$ cat config.mk
export PLATFORM = sky130hd
export DESIGN_NAME = ps2_kbd_fifo
export DESIGN_NICKNAME = d
export VERILOG_FILES = /design/src/rtl/ps2_kbd_fifo_pkg.sv /design/src/rtl/ps2_kbd_fifo_fifo.sv /design/src/rtl/ps2_kbd_fifo.sv
export SDC_FILE = /design/constraint.sdc
export NUM_CORES = 1
export LEC_CHECK = 0
export ABC_AREA = 1
export CAP_MARGIN = 10
export CORE_MARGIN = 3
export CORE_UTILIZATION = 40
export DETAILED_ROUTE_END_ITERATION = 6
export GPL_TIMING_DRIVEN = 0
export PLACE_DENSITY_LB_ADDON = 0.25
export SETUP_SLACK_MARGIN = 0.05
export SKIP_CTS_REPAIR_TIMING = 1
export SYNTH_ARGS = -nofsm -noshare
export SYNTH_HDL_FRONTEND = slang
export SYNTH_HIERARCHICAL = 1
export SYNTH_SLANG_ARGS = --single-unit
$ cat constraint.sdc
create_clock -name clock -period 2.9 [get_ports clock]
set_clock_uncertainty 0.2 [all_clocks]
set_input_delay 0.725 -clock clock [delete_from_list [all_inputs] [get_ports clock]]
set_output_delay 0.725 -clock clock [all_outputs]
set_load 0.05 [all_outputs]
$ cat src/rtl/ps2_kbd_fifo_pkg.sv
// Shared definitions for the PS/2 keyboard capture block.
// Holds the AT prefix bytes, the Pause skip length, the decoder state enum and the queue entry layout.
package ps2_kbd_fifo_pkg;

    // AT set-2 prefix and error bytes from the PS/2 controller
    localparam logic [7:0] AT_BREAK = 8'hF0;
    localparam logic [7:0] AT_EXT   = 8'hE0;
    localparam logic [7:0] AT_PAUSE = 8'hE1;
    localparam logic [7:0] AT_ERR0  = 8'h00;
    localparam logic [7:0] AT_ERR1  = 8'hFF;

    // Number of bytes that follow E1 in a Pause sequence
    localparam int PAUSE_SKIP = 7;
    localparam int SKIP_W     = 3;

    // The counter is loaded with PAUSE_SKIP-1, so the byte that arrives
    // with the counter at zero is the last byte of the sequence
    localparam logic [SKIP_W-1:0] SKIP_LOAD = SKIP_W'(PAUSE_SKIP - 1);

    localparam int ENTRY_W = 9;

    typedef enum logic {
        S_NORM = 1'b0,
        S_SKIP = 1'b1
    } kbd_state_t;

    typedef struct packed {
        logic       ext;
        logic [7:0] code;
    } kbd_entry_t;

    function automatic logic is_err_byte(input logic [7:0] b);
        return (b == AT_ERR0) || (b == AT_ERR1);
    endfunction

endpackage

$ cat src/rtl/ps2_kbd_fifo_fifo.sv
// Generic synchronous first-word-fall-through FIFO.
// Ports: i_clk, i_rst (sync, active-high), i_push/i_din, i_pop, o_dout (head), o_empty, o_full, o_count, o_drop (push refused).
module kbd_fifo #(
    parameter int W     = 9,
    parameter int DEPTH = 8,
    parameter int AW    = $clog2(DEPTH)
) (
    input  logic          i_clk,
    input  logic          i_rst,
    input  logic          i_push,
    input  logic [W-1:0]  i_din,
    input  logic          i_pop,
    output logic [W-1:0]  o_dout,
    output logic          o_empty,
    output logic          o_full,
    output logic [AW:0]   o_count,
    output logic          o_drop
);

    localparam logic [AW:0]   FULL_CNT = (AW + 1)'(DEPTH);
    localparam logic [AW:0]   CNT_ONE  = (AW + 1)'(1);
    localparam logic [AW-1:0] PTR_ONE  = AW'(1);

    logic [W-1:0]  r_mem [DEPTH];
    logic [AW-1:0] r_wr;
    logic [AW-1:0] r_rd;
    logic [AW:0]   r_cnt;

    logic w_empty;
    logic w_full;
    logic w_do_pop;
    logic w_do_push;

    assign w_empty   = (r_cnt == '0);
    assign w_full    = (r_cnt == FULL_CNT);
    assign w_do_pop  = i_pop && !w_empty;
    // A full queue still accepts a push when the head leaves in the same cycle
    assign w_do_push = i_push && (!w_full || w_do_pop);

    always_ff @(posedge i_clk) begin
        if (w_do_push) begin
            r_mem[r_wr] <= i_din;
        end
    end

    always_ff @(posedge i_clk) begin
        if (i_rst) begin
            r_wr  <= '0;
            r_rd  <= '0;
            r_cnt <= '0;
        end else begin
            if (w_do_push) begin
                r_wr <= r_wr + PTR_ONE;
            end
            if (w_do_pop) begin
                r_rd <= r_rd + PTR_ONE;
            end
            case ({w_do_push, w_do_pop})
                2'b10:   r_cnt <= r_cnt + CNT_ONE;
                2'b01:   r_cnt <= r_cnt - CNT_ONE;
                default: r_cnt <= r_cnt;
            endcase
        end
    end

    // Head is forced to zero while empty so the output is defined after reset
    assign o_dout  = w_empty ? '0 : r_mem[r_rd];
    assign o_empty = w_empty;
    assign o_full  = w_full;
    assign o_count = r_cnt;
    assign o_drop  = i_push && w_full && !w_do_pop;

endmodule

$ cat src/rtl/ps2_kbd_fifo.sv
// PS/2 keyboard capture: decodes F0/E0/E1 prefixes, drops 00/FF error bytes and queues {ext, code} entries for the CPU.
// Ports: clock, reset (sync), rx_at/rx_xt/rx_valid in; pop, clr_ovf in; kb_hit, kb_ch, kb_ext, count, ovf, err out.
module ps2_kbd_fifo
    import ps2_kbd_fifo_pkg::*;
#(
    parameter int         DEPTH      = 8,
    parameter int         AW         = $clog2(DEPTH),
    parameter bit         RAW        = 1'b0,
    parameter logic [7:0] PAUSE_CODE = 8'h45
) (
    input  logic        clock,
    input  logic        reset,
    input  logic [7:0]  rx_at,
    input  logic [7:0]  rx_xt,
    input  logic        rx_valid,
    input  logic        pop,
    input  logic        clr_ovf,
    output logic        kb_hit,
    output logic [7:0]  kb_ch,
    output logic        kb_ext,
    output logic [AW:0] count,
    output logic        ovf,
    output logic        err
);

    kbd_state_t        r_state;
    logic              r_rel;
    logic              r_ext;
    logic [SKIP_W-1:0] r_skip;
    logic              r_err;
    logic              r_ovf;

    kbd_state_t        w_state_nxt;
    logic              w_rel_nxt;
    logic              w_ext_nxt;
    logic [SKIP_W-1:0] w_skip_nxt;
    logic              w_err_nxt;
    logic              w_push;
    kbd_entry_t        w_din;
    kbd_entry_t        w_head;
    logic              w_empty;
    logic              w_full;
    logic              w_drop;
    logic [7:0]        w_code;

    // Codes with bit 7 set in the XT table keep their own value;
    // otherwise bit 7 carries the break flag
    assign w_code = rx_xt[7] ? rx_xt : {r_rel, rx_xt[6:0]};

    always_ff @(posedge clock) begin
        if (reset) begin
            r_state <= S_NORM;
            r_rel   <= 1'b0;
            r_ext   <= 1'b0;
            r_skip  <= '0;
            r_err   <= 1'b0;
        end else begin
            r_state <= w_state_nxt;
            r_rel   <= w_rel_nxt;
            r_ext   <= w_ext_nxt;
            r_skip  <= w_skip_nxt;
            r_err   <= w_err_nxt;
        end
    end

    always_comb begin
        w_state_nxt = r_state;
        w_rel_nxt   = r_rel;
        w_ext_nxt   = r_ext;
        w_skip_nxt  = r_skip;
        w_err_nxt   = 1'b0;
        w_push      = 1'b0;
        w_din       = '0;
        if (rx_valid) begin
            if (RAW) begin
                w_push = 1'b1;
                w_din  = '{ext: 1'b0, code: rx_at};
            end else begin
                unique case (r_state)
                    S_NORM: begin
                        if (rx_at == AT_BREAK) begin
                            w_rel_nxt = 1'b1;
                        end else if (rx_at == AT_EXT) begin
                            w_ext_nxt = 1'b1;
                        end else if (rx_at == AT_PAUSE) begin
                            w_skip_nxt  = SKIP_LOAD;
                            w_state_nxt = S_SKIP;
                        end else if (is_err_byte(rx_at)) begin
                            w_err_nxt = 1'b1;
                            w_rel_nxt = 1'b0;
                            w_ext_nxt = 1'b0;
                        end else begin
                            w_push    = 1'b1;
                            w_din     = '{ext: r_ext, code: w_code};
                            w_rel_nxt = 1'b0;
                            w_ext_nxt = 1'b0;
                        end
                    end
                    S_SKIP: begin
                        // Pause bytes are swallowed blindly, even 00/FF
                        if (r_skip == '0) begin
                            w_push      = 1'b1;
                            w_din       = '{ext: 1'b1, code: PAUSE_CODE};
                            w_state_nxt = S_NORM;
                        end else begin
                            w_skip_nxt = r_skip - SKIP_W'(1);
                        end
                    end
                endcase
            end
        end
    end

    kbd_fifo #(
        .W     (ENTRY_W),
        .DEPTH (DEPTH),
        .AW    (AW)
    ) u_fifo (
        .i_clk   (clock),
        .i_rst   (reset),
        .i_push  (w_push),
        .i_din   (w_din),
        .i_pop   (pop),
        .o_dout  (w_head),
        .o_empty (w_empty),
        .o_full  (w_full),
        .o_count (count),
        .o_drop  (w_drop)
    );

    // A new overflow beats a simultaneous clear
    always_ff @(posedge clock) begin
        if (reset) begin
            r_ovf <= 1'b0;
        end else if (w_drop) begin
            r_ovf <= 1'b1;
        end else if (clr_ovf) begin
            r_ovf <= 1'b0;
        end
    end

    assign kb_hit = !w_empty;
    assign kb_ch  = w_head.code;
    assign kb_ext = w_head.ext;
    assign ovf    = r_ovf;
    assign err    = r_err;

    logic w_unused;
    assign w_unused = w_full;

endmodule

## Word level (Yosys, flattened, before mapping)

Memory sizes are Yosys's and may differ from the RTL's. A register that Yosys moved wholly into a read port is not among the register bits.
Cells that the tools add are included.

| cells by class | value |
|---|---|
| add/subtract/negate cells | 5 |
| equality and inequality tests | 14 |
| multiplexer cells | 38 |
| bitwise logic cells | 3 |
| reduce and logical (&&, ||, !) cells | 18 |

Operator list:

| cell | number |
|---|---|
| $mux 9 | 7 |
| $eq 8x8->1 const B | 4 |
| $mux 1 | 19 |
| $mux 3 | 6 |
| $pmux 9 s2 | 1 |
| $ne 2x2->1 const B | 7 |
| $logic_not 8->1 | 1 |
| $mux 8 | 1 |
| $pmux 4 s2 | 1 |
| $reduce_and 4->1 | 2 |
| $add 3x1->3 const B | 2 |
| $pmux 3 s2 | 1 |
| $reduce_or 6->1 | 1 |
| $reduce_and 5->1 | 1 |
| $add 4x1->4 const B | 1 |
| $eq 4x4->1 const B | 1 |
| $logic_and 1x1->1 | 4 |
| $logic_not 4->1 | 1 |
| $pmux 1 s2 | 2 |
| $reduce_bool 2->1 | 2 |
| $sub 4x1->4 const B | 1 |
| $logic_not 1->1 | 3 |
| $logic_not 3->1 | 1 |
| $not 1->1 | 3 |
| other kinds (4) | 5 |

| storage, ports and cells | value |
|---|---|
| flip-flop bits (word level) | 18 |
| RAM bits | 72 |
| input bits | 21 |
| logic and storage cells | 88 |
| memories | 1 |

Memory list:

| name | depth | bits a word | read ports | clocked after memory_dff | write ports | line | source |
|---|---|---|---|---|---|---|---|
| u_fifo.r_mem | 8 | 9 | 1 | 1 | 1 | ps2_kbd_fifo_fifo.sv:24 | `logic [W-1:0] r_mem [DEPTH];` |

## Depth between registers and ports, before layout

| depth | value |
|---|---|
| depth in word-level cells | 11 |
| depth in mapped cells | 20 |
| gate-level depth less buffers | 20 |

## Hierarchy

Netlist, hierarchy kept.

By module, submodules not included:

| module | instances | cells an instance | area an instance (µm²) | seq. area each (µm²) |
|---|---|---|---|---|
| kbd_fifo | 1 | 311 | 3537.1 | 2422.3 |
| ps2_kbd_fifo | 1 | 95 | 603.1 | 160.2 |

## Least setup slack after synthesis

Ideal clock, no wire load.

| path | value |
|---|---|
| kind | reg-to-output |
| from | register u_fifo.r_cnt[1], in the netlist u_fifo/o_count[1] |
| to | output port kb_ch[0] |
| arrival | 2138 ps |
| data required time | 1975 ps |
| path slack | -163 ps |
| cell stages (with the launch flop) | 6 |
| path buffers | 1 |
| cells stage by stage | dfxtp_1 -> nor2_2 -> nand2_4 -> buf_1 -> o21ai_0 -> a31oi_1 |

| between the ends | value |
|---|---|
| longest elaborated chain between the ends | 2 |

RTL lines:

| element | line | source |
|---|---|---|
| from (decl) | ps2_kbd_fifo_fifo.sv:27 | `logic [AW:0] r_cnt;` |
| from (signal assigned) | ps2_kbd_fifo_fifo.sv:59 | `2'b10: r_cnt <= r_cnt + CNT_ONE;` |
| from (signal assigned) | ps2_kbd_fifo_fifo.sv:60 | `2'b01: r_cnt <= r_cnt - CNT_ONE;` |
| from (signal assigned) | ps2_kbd_fifo_fifo.sv:61 | `default: r_cnt <= r_cnt;` |
| $logic_not 4->1 | ps2_kbd_fifo_fifo.sv:34 | `assign w_empty = (r_cnt == '0);` |
| $mux 9 | ps2_kbd_fifo_fifo.sv:67 | `assign o_dout = w_empty ? '0 : r_mem[r_rd];` |
| to (decl) | ps2_kbd_fifo.sv:19 | `output logic [7:0] kb_ch,` |

Every way passes these cells.

==> reports/qor.yml <==
initialDrtViolationCount: 154
hold_path_class: "reg2reg"
leakage_nw: 1.989
detailedRoute.firstPassIterationCount: 4
diodes: 0
drtAntennaViolNets: 0
fillers: 886
yosysSeqAreaShare: 0.6238
htree_levels: 3
synth_area_leaders: "edfxtp_1 (52%), dfxtp_1 (10%), nor2_1 (8.4%)"
drcViolationCount: 0
max_slew_margin: 0.5394
antenna_found_initial: 0
synth_cells: 406
setup_viol: 0
synth_cell_types: 31
max_freq_mhz: 358.6
start_util: 0.4178
totalNegativeSetupSlack_ns: 0
rr_endpoint: "u_fifo/r_mem[7][8]$_DFFE_PP_"
final_cells: 606
cts-buffers-inserted: 9
grt_pass1_wl_um: 13920
clock_path_buffers: 2
drt_wl_total_um: 8896
pin_count: 37
grt-ovfl-total: 0
grt_pass1_vias: 2866
yosysWarningCount: 6
routed-via-count: 2980
synth.top_cell.area_share: 0.5222
synth-seq-cells: 93
hold_viol: 0
cts_sinks: 93
hpwl_um: 5934
synth.avg_cell_area_um2: 10.20
dieArea_um2: 11610
tightestPinTransition_ns: 0.6908
muxShareOfSynthArea: 0
grt_max_degree: 15
cts_tree: "built"
crit_path_end: "kb_ch[5]"
run_status: "finished clean"
synth_area_um2: 4140
drive_gt1_frac: 0.2304
cp-end-kind: "output pin"
gp_congestion: 0.8010
grt_usage: 0.1571
cp.arrival_ns: 1.86
rr_startpoint: "r_skip[0]$_SDFFE_PP0P_"
synth_xor_area_frac: 0.006346
reg2reg_depth: 10
core.rowCount: 36
area_growth_syn_to_layout_pct: 24.06
port_buffers: 36
finalCriticalPeriod_ns: 2.789
root_buffer: "clkbuf_8"
cp.required_ns: 1.98
synth_top_family_by_area: "simple AND/OR/NAND/NOR gates"
period_share: 0.9617
core-area_um2: 9910
peakVddDrop_uv: 500.8
synth-compound-area-share: 0.1191
clk_pin_slew_ns: 0.08
rrSetupSlack_ns: 0.53
critPathMaxFanout: 10
synthSimpleGateAreaFrac: 0.1819
fp.dieW_um: 107.7
synthAdderAreaFrac: 0.01511
design.final.nets: 494
critPathLaunchType: "register"
yosys.area.top_type: "edfxtp_1"
synth.net_count: 432
fin_area_um2: 5136
postPlaceCellArea_um2: 4692
die_height_um: 107.7
p_per_area_nw_per_um2: 770.7
drv_cap: 0
dpl.cell_count: 575
vias_per_cell: 4.917
critPathKind: "reg2out"
finalMaxSlewViolations: 0
wl_per_cell_um: 14.68
rsz0062_at_grt: "yes"
insertion_delay_ns: 0.34
cell usage after synthesis:
cell and number:
clkbuf_1 3, a21oi_2 3, nand4_1 5, o21ai_1 4, a21oi_1 11, buf_4 1, o22ai_1 9, inv_1 40
edfxtp_1 72, nand2_2 11, nor4_4 1, nor2_2 4, nand3_2 2, nand2_1 25, nand2_4 2, o211ai_1 2
inv_2 4, dfxtp_1 21, nor2_1 93, nand3_4 2, o21bai_1 1, nand3_1 10, nor2_4 2, or2_4 1
buf_2 7, buf_1 1, o21ai_0 50, xor2_1 3, ha_1 5, nor3_1 1, a31oi_1 10
state kept, by name, indices dropped and copies added, names as in the netlist, named ones only:
name	flops
u_fifo/r_mem	72
u_fifo/o_count	4
r_skip	3
u_fifo/r_rd	3
u_fifo/r_wr	3
err	1
ovf	1
r_ext	1
r_rel	1
r_state	1
cells in the final DEF (no fill, tap or decap), types with 5 or more instances in the layout:
cell type        instances
a21oi_1                 11
a31oi_1                  6
buf_4                   20
buf_6                    7
clkbuf_8                10
clkdlybuf4s50_1         17
dfxtp_1                 18
dlymetal6s2s_1          10
edfxtp_1                72
ha_1                     5
inv_1                   35
inv_2                    6
nand2_1                 23
nand2_2                 11
nand3_1                  9
nand4_1                  5
nor2_1                  82
nor2_2                   6
nor2_4                  11
o21ai_0                 44
o21ai_1                 10
o22ai_1                  7
area by class of cell:
class / instances / area, µm² / area share
timing repair inverter: 1 / 7.507 / 0.001462
buffer: 12 / 88.84 / 0.01730
clock buffer: 13 / 148.9 / 0.02899
tap: 133 / 166.4 / 0.03240
timing repair buffer: 50 / 483.0 / 0.09403
sequential: 93 / 2586 / 0.5035
inverter: 44 / 175.2 / 0.03410
multi-input combinational: 257 / 1465 / 0.2853
clock inverter: 3 / 15.01 / 0.002923
stage by stage:
stage | power [mW] | hold WS (ns) | utilization | setup slack, ns
finish | 3.958 | 0.2601 | 0.5183 | 0.1111
global route | 4.185 | 0.2830 | 0.5183 | -0.01772
detailed placement | 3.110 | 0.2487 | 0.4735 | -0.8063
floorplan | 2.655 | 0.2299 | - | -0.1630
global placement | 3.091 | 0.2419 | 0.4735 | -0.7577
CTS | 3.837 | 0.2612 | 0.4900 | -0.7787
power by group:
part	total, mW	switching (mW)	leakage (nW)	internal, mW
clock network	0.730	0.398	0.0872	0.332
logic	1.63	1.07	1.06	0.560
registers	1.59	0.0635	0.839	1.53
total	3.96	1.54	1.99	2.42
cells by family (layout without fill, tap and decap cells):
kind of cell,count (synthesis),in the layout
AND/OR/NAND/NOR,159,159
flip-flops,93,93
AO/OA/AOI/OAI,90,90
buffers and inverters,56,123
adder cells (fa/ha/maj),5,5
XOR/XNOR,3,3
worst min-delay path by stage:
stage | startpoint | endpoint | depth (start not counted)
final | r_ext$_SDFFE_PP0P_ | r_ext$_SDFFE_PP0P_ | 2
after global routing | r_ext$_SDFFE_PP0P_ | r_ext$_SDFFE_PP0P_ | 2
after CTS | r_ext$_SDFFE_PP0P_ | r_ext$_SDFFE_PP0P_ | 2
after detailed placement | r_ext$_SDFFE_PP0P_ | r_ext$_SDFFE_PP0P_ | 2
after global placement | r_skip[0]$_SDFFE_PP0P_ | r_skip[0]$_SDFFE_PP0P_ | 1
after floorplan | r_ext$_SDFFE_PP0P_ | r_ext$_SDFFE_PP0P_ | 2
critical path, cell delays in order, from the launching register on:
cell and delay (ns):
dfxtp_1 0.34, buf_6 0.16, clkbuf_4 0.23, o21ai_0 0.11
o22ai_1 0.23, o21ai_1 0.10, a31oi_1 0.15, buf_4 0.22
per-layer routing:
layer | GRT usage | vias up | wire, µm
li1 | - | 1514 | -
met3 | 0.03659 | 2 | 509
met1 | 0.1955 | 1390 | 3892
met5 | 0 | - | 0
met4 | 0.05230 | 0 | 44
met2 | 0.2687 | 74 | 4450
No activity file was read; power rests on OpenSTA's default activity.
